$ cat src/rtl/zero_cmp_pkg.sv
// Shared definitions for the zero-compare arbiter.
// Holds the FSM state encoding and the compare mode constants.
// Ports: none (package).
package zero_cmp_pkg;

  localparam logic [1:0] IDLE = 2'd0;
  localparam logic [1:0] CALC = 2'd1;
  localparam logic [1:0] RESP = 2'd2;

  localparam logic MODE_EQ = 1'b0;
  localparam logic MODE_NE = 1'b1;

  typedef enum logic [1:0] {
    ST_IDLE = IDLE,
    ST_CALC = CALC,
    ST_RESP = RESP
  } state_t;

endpackage

$ cat src/rtl/zero_cmp_arbiter_if.sv
// Bundle of both requester handshakes plus the shared result signals.
// master: requester side (drives req/operands/mode, observes grants/results).
// slave : arbiter side.
//   req0/req1   request levels, held until the matching gnt
//   a0/b0/a1/b1 operands, WIDTH bits
//   mode0/mode1 0 = EQ, 1 = NE
//   gnt0/gnt1   one-cycle grant, operands captured that cycle
//   done0/done1 one-cycle result strobe for the owner
//   cond        compare result, valid only with a done strobe
//   busy        high while a compare is in flight
interface zero_cmp_arbiter_if #(
  parameter int WIDTH = 32
);

  logic             req0;
  logic [WIDTH-1:0] a0;
  logic [WIDTH-1:0] b0;
  logic             mode0;
  logic             gnt0;

  logic             req1;
  logic [WIDTH-1:0] a1;
  logic [WIDTH-1:0] b1;
  logic             mode1;
  logic             gnt1;

  logic             done0;
  logic             done1;
  logic             cond;
  logic             busy;

  modport master (
    output req0, a0, b0, mode0,
    output req1, a1, b1, mode1,
    input  gnt0, gnt1, done0, done1, cond, busy
  );

  modport slave (
    input  req0, a0, b0, mode0,
    input  req1, a1, b1, mode1,
    output gnt0, gnt1, done0, done1, cond, busy
  );

endinterface

$ cat src/rtl/zero_cmp_arbiter_zdet.sv
// Zero detector: zero = 1 when every bit of din is 0.
// Ports:
//   din   in  WIDTH  value to test
//   zero  out 1      all-zero flag
module zero_cmp_arbiter_zdet #(
  parameter int WIDTH = 32
) (
  input  logic [WIDTH-1:0] din,
  output logic             zero
);

  assign zero = ~|din;

endmodule

$ cat src/rtl/zero_cmp_arbiter.sv
// Arbitrates one registered compare/zero-detect resource between the
// branch unit (port 0) and the trap/loop-check unit (port 1).
// Ports:
//   clk    in  rising-edge clock
//   rst_n  in  synchronous active-low reset
//   bus    slave modport of zero_cmp_arbiter_if (requests, grants, results)
//
// state   | meaning
// --------+---------------------------------------------------------
// ST_IDLE | waiting for a request; grants combinationally here only
// ST_CALC | captured operands go through XOR + zero detect
// ST_RESP | done strobe to the owner, cond driven from the register
module zero_cmp_arbiter
  import zero_cmp_pkg::*;
#(
  parameter int WIDTH   = 32,
  parameter int RR_INIT = 0
) (
  input  logic               clk,
  input  logic               rst_n,
  zero_cmp_arbiter_if.slave  bus
);

  localparam logic PRIO_INIT = (RR_INIT != 0);

  state_t           state;
  logic             prio;
  logic             owner;
  logic [WIDTH-1:0] op_a;
  logic [WIDTH-1:0] op_b;
  logic             mode_q;
  logic             done0_q;
  logic             done1_q;
  logic             cond_q;
  logic             busy_q;

  logic             in_idle;
  logic             gnt0_c;
  logic             gnt1_c;
  logic             zero;

  // On contention the index equal to prio wins; a lone request always wins.
  assign in_idle = (state == ST_IDLE);
  assign gnt0_c  = in_idle && bus.req0 && (!bus.req1 || (prio == 1'b0));
  assign gnt1_c  = in_idle && bus.req1 && (!bus.req0 || (prio == 1'b1));

  zero_cmp_arbiter_zdet #(
    .WIDTH (WIDTH)
  ) u_zdet (
    .din  (op_a ^ op_b),
    .zero (zero)
  );

  always_ff @(posedge clk) begin
    if (!rst_n) begin
      state   <= ST_IDLE;
      prio    <= PRIO_INIT;
      owner   <= 1'b0;
      op_a    <= '0;
      op_b    <= '0;
      mode_q  <= MODE_EQ;
      done0_q <= 1'b0;
      done1_q <= 1'b0;
      cond_q  <= 1'b0;
      busy_q  <= 1'b0;
    end else begin
      case (state)
        ST_IDLE: begin
          if (gnt0_c || gnt1_c) begin
            op_a   <= gnt1_c ? bus.a1    : bus.a0;
            op_b   <= gnt1_c ? bus.b1    : bus.b0;
            mode_q <= gnt1_c ? bus.mode1 : bus.mode0;
            owner  <= gnt1_c;
            // Priority passes to the index that just lost (or did not ask).
            prio   <= ~gnt1_c;
            busy_q <= 1'b1;
            state  <= ST_CALC;
          end
        end
        ST_CALC: begin
          cond_q  <= (mode_q == MODE_NE) ? ~zero : zero;
          done0_q <= ~owner;
          done1_q <= owner;
          state   <= ST_RESP;
        end
        ST_RESP: begin
          cond_q  <= 1'b0;
          done0_q <= 1'b0;
          done1_q <= 1'b0;
          busy_q  <= 1'b0;
          state   <= ST_IDLE;
        end
        default: begin
          cond_q  <= 1'b0;
          done0_q <= 1'b0;
          done1_q <= 1'b0;
          busy_q  <= 1'b0;
          state   <= ST_IDLE;
        end
      endcase
    end
  end

  assign bus.gnt0  = gnt0_c;
  assign bus.gnt1  = gnt1_c;
  assign bus.done0 = done0_q;
  assign bus.done1 = done1_q;
  assign bus.cond  = cond_q;
  assign bus.busy  = busy_q;

endmodule

$ cat src/flat_wrapper.sv
// flat-port wrapper written by rule: the top's interface ports become plain ports
module zero_cmp_arbiter_flat import zero_cmp_pkg::*;
#(
  parameter int WIDTH   = 32,
  parameter int RR_INIT = 0
)
  (clk, rst_n, bus_req0, bus_a0, bus_b0, bus_mode0, bus_req1, bus_a1, bus_b1, bus_mode1, bus_gnt0, bus_gnt1, bus_done0, bus_done1, bus_cond, bus_busy);
  zero_cmp_arbiter_if #(.WIDTH(WIDTH)) bus_i ();
  input  logic clk;
  input  logic rst_n;
  input wire logic [$bits(bus_i.req0)-1:0] bus_req0;
  input wire logic [$bits(bus_i.a0)-1:0] bus_a0;
  input wire logic [$bits(bus_i.b0)-1:0] bus_b0;
  input wire logic [$bits(bus_i.mode0)-1:0] bus_mode0;
  input wire logic [$bits(bus_i.req1)-1:0] bus_req1;
  input wire logic [$bits(bus_i.a1)-1:0] bus_a1;
  input wire logic [$bits(bus_i.b1)-1:0] bus_b1;
  input wire logic [$bits(bus_i.mode1)-1:0] bus_mode1;
  output wire logic [$bits(bus_i.gnt0)-1:0] bus_gnt0;
  output wire logic [$bits(bus_i.gnt1)-1:0] bus_gnt1;
  output wire logic [$bits(bus_i.done0)-1:0] bus_done0;
  output wire logic [$bits(bus_i.done1)-1:0] bus_done1;
  output wire logic [$bits(bus_i.cond)-1:0] bus_cond;
  output wire logic [$bits(bus_i.busy)-1:0] bus_busy;
  assign bus_i.req0 = bus_req0;
  assign bus_i.a0 = bus_a0;
  assign bus_i.b0 = bus_b0;
  assign bus_i.mode0 = bus_mode0;
  assign bus_i.req1 = bus_req1;
  assign bus_i.a1 = bus_a1;
  assign bus_i.b1 = bus_b1;
  assign bus_i.mode1 = bus_mode1;
  assign bus_gnt0 = bus_i.gnt0;
  assign bus_gnt1 = bus_i.gnt1;
  assign bus_done0 = bus_i.done0;
  assign bus_done1 = bus_i.done1;
  assign bus_cond = bus_i.cond;
  assign bus_busy = bus_i.busy;
  zero_cmp_arbiter #(.WIDTH(WIDTH), .RR_INIT(RR_INIT)) u_core (.clk(clk), .rst_n(rst_n), .bus(bus_i));
endmodule
$ cat config.mk
export PLATFORM = sky130hd
export DESIGN_NAME = zero_cmp_arbiter_flat
export DESIGN_NICKNAME = d
export VERILOG_FILES = /design/src/rtl/zero_cmp_pkg.sv /design/src/rtl/zero_cmp_arbiter_if.sv /design/src/rtl/zero_cmp_arbiter_zdet.sv /design/src/rtl/zero_cmp_arbiter.sv /design/src/flat_wrapper.sv
export SDC_FILE = /design/constraint.sdc
export NUM_CORES = 1
export LEC_CHECK = 0
export CELL_PAD_IN_SITES_DETAIL_PLACEMENT = 1
export CELL_PAD_IN_SITES_GLOBAL_PLACEMENT = 1
export CORE_ASPECT_RATIO = 0.8
export CORE_UTILIZATION = 29
export DETAILED_ROUTE_END_ITERATION = 16
export GPL_ROUTABILITY_DRIVEN = 1
export PLACE_DENSITY_LB_ADDON = 0.1
export SYNTH_ARGS = -nofsm -noshare
export SYNTH_HDL_FRONTEND = slang
export SYNTH_HIERARCHICAL = 1
export SYNTH_SLANG_ARGS = --single-unit
$ cat constraint.sdc
create_clock -name clk -period 1.47 [get_ports clk]
set_clock_uncertainty 0.1 [all_clocks]
set_input_delay 0.294 -clock clk [delete_from_list [all_inputs] [get_ports clk]]
set_output_delay 0.294 -clock clk [all_outputs]
set_load 0.005 [all_outputs]
==> metrics <==
via count=4739; Final Hold Viols=0; H-tree depth=3; Top delay family on crit path=simple AND/OR/NAND/NOR gates; main area contributors after synthesis=dfxtp_1 37%, a311oi_1 15%, a21oi_1 8.6%; sequential-to-total area share from yosys stat=37.5%; via density per instance=5.80; CP arrival=2000 ps; setup TNS=-10960 ps; initial antenna violation count=0; RSZ-0062 raised after global routing=true; Synth top area share=37.5%; Top Registers=u_core/op_a (32), u_core/op_b (32), u_core/state (2); synth unique cells=34; fin worst setup slack=-402 ps; Non-Filler Instances=just over 800; Syn Nets=597; CP endpoint kind=flop; CP Cell Sequence=xor2_1 > nor4_2 > buf_4 > nand4_1 > nor2_2 > xnor2_1 > a211oi_1; post-synthesis mux area share=less than 1%; hold_buf cts=0; Overflow after GRT=0; startpoint types=flop; maxcap violations=0; Post-synth EDFFs=0; WL final=slightly above 20000 um; Setup CP Type=flop to flop; Iteration-0 DRC Markers=367; Initial Util=30.1%; vias in the first global route=roughly 4700; Synth Area in Adders=0%; Synth Area in Simple Gates=13.3%; slew margin rel.=69.9%; post-route DRC violation count=0; largest family of logic cells by synthesized area=compound AO/OA/AOI/OAI gates; status=complete, but fails checks; Max stage delay cell, worst path=nor4_2; root buffer cell=clkbuf_16; wire length per cell=25.4 um; Die X=132 um; first-pass GRT wire length=27800 um; clk slew on worst S/H paths=60 ps; Worst Path Buf+Inv=1; CTS tree=done; Max Slew Vio Count=0; Filler cells=roughly 1300; die height=106 um; pwr dens=around 1000 nW/um2; clk_lat worst skew=~350 ps; router iterations before antenna repair=4; maximum net fanout on the critical path=2; io pins=140; gr usage total=26.6%; largest area contributor in the netlist=dfxtp_1; final setup vio count=69; Ys Warns=6; Post-Syn Area=between 3000 and 4000 um2; area share of xor/xnor cells in the synthesized design=7.42%; placed insts=758; GPL Wtd Cong=0.804; CP max stage delay=between 300 and 400 ps; DP HPWL=10300 um; clock tree buffer depth=2; Hold Path Stages=1; crit share post-route=127%; Final nets=roughly 770; failing checks=negative setup slack; FF/Latch Area=approximately 1500 um2; Data required, critical path=1600 ps; largest net degree at the start of global routing=51; die area=13900 um2; min Tclk post-route=1870 ps; share of cells above drive strength 1=about 44%; Leak Pwr=2.82 nW; Primary FF master, synth=dfxtp_1; CTS Sinks=73; worst hold path class=flop to flop; synthesized area per cell=roughly 8.4 um2; number of synthesized register bits=73; Fmax achieved=534 MHz; placement row count=37; post-synthesis compound-gate area fraction=32.5%; Layout area overhead=104%; FF-to-FF path depth=7; cts bufs inserted=9; FFs w/ async S/R, synth=0%; Syn Inst Count=463; critical path depth in cells=7; Post-DRT Antenna Nets=0; Worst Tran Pin Value=451 ps; Core ar.=approximately 13000 um2; multi-input logic area=3210 um2; peak supply drop=0.000673 V; Antenna diodes=0; IO buf count=139
==> per-stage QoR <==
step	utilization, %	worst slack [ps]	total power [mW]	hold WS (ps)	cell area (um2)
2_1_floorplan	-	-93.5	3.36	312	3910
3_3_place_gp	43.6	-754	4.19	349	5650
3_5_place_dp	43.6	-846	4.23	375	5650
4_1_cts	55.4	-332	7.42	386	7180
5_1_grt	61.3	-502	8.21	408	7950
6_report	61.3	-402	7.95	385	7950
==> cells by family (layout without fill, tap and decap cells) <==
family | after synthesis | after routing
AND/OR/NAND/NOR | 94 | 94
buffers and inverters | 60 | 239
XOR/XNOR | 33 | 33
multiplexers | 1 | 1
AO/OA/AOI/OAI | 202 | 202
flip-flops | 73 | 73
==> where the power goes <==
| group | leakage (nW) | switching (mW) | internal, mW | total (mW) |
|---|---|---|---|---|
| Sequential | 0.607 | 0.200 | 2.22 | 2.42 |
| Clock | 0.157 | 0.897 | 1.58 | 2.48 |
| Combinational | 2.05 | 1.50 | 1.55 | 3.05 |
==> synthesized netlist by cell type, types with 7 or more instances <==
cell	n
dfxtp_1	73
a21oi_1	67
a311oi_1	65
nand3_1	65
o21ai_0	51
xor2_1	32
clkbuf_1	29
o21ai_1	14
buf_6	11
buf_2	10
buf_4	8
nor4_1	7
==> area by class of cell <==
cell class                 count  share of cell area [%]
clock buffer                  14                    3.32
clock inverter                 2                   0.755
inverter                       2                  0.0944
multi-input combinational    330                    40.4
sequential                    73                    18.4
tap                          175                    2.75
timing repair buffer         221                    34.2
==> placed cells by master, fill, tap and decap left out, types with 19 or more instances in the layout <==
cell type        count
dfxtp_1             70
buf_4               20
a311oi_2            46
nand3_4             21
xor2_1              32
o21ai_2             49
a21oi_1             65
nand3_2             36
buf_12              29
a311oi_1            19
clkdlybuf4s50_1    131
==> what timing repair did <==
item / 4_1_cts / 5_1_grt
setup buffers: 15 / 15
gates cloned: 17 / 5
gates resized for setup: 200 / 130
setup endpoints to repair: 74 / 71
pin swaps: 118 / 63
==> path summary, 6_finish.rpt <==
path	start	endpoint	slack, ps
min	u_core/owner	u_core/bus.done0	380
max reg2reg	u_core/op_a[12]	u_core/bus.cond	-400
max	u_core/op_a[12]	u_core/bus.cond	-400
min reg2reg	u_core/owner	u_core/bus.done0	380
==> layer usage <==
| metal | vias to the layer above | routed length [um] | global-route usage, % |
|---|---|---|---|
| met4 | 0 | 485 | 5.98 |
| li1 | 2150 | - | - |
| met5 | - | 0 | 0 |
| met3 | 38 | 1150 | 6.16 |
| met1 | 2360 | 9270 | 36.5 |
| met2 | 191 | 9880 | 42.0 |
(Power assumes the default switching activity.)
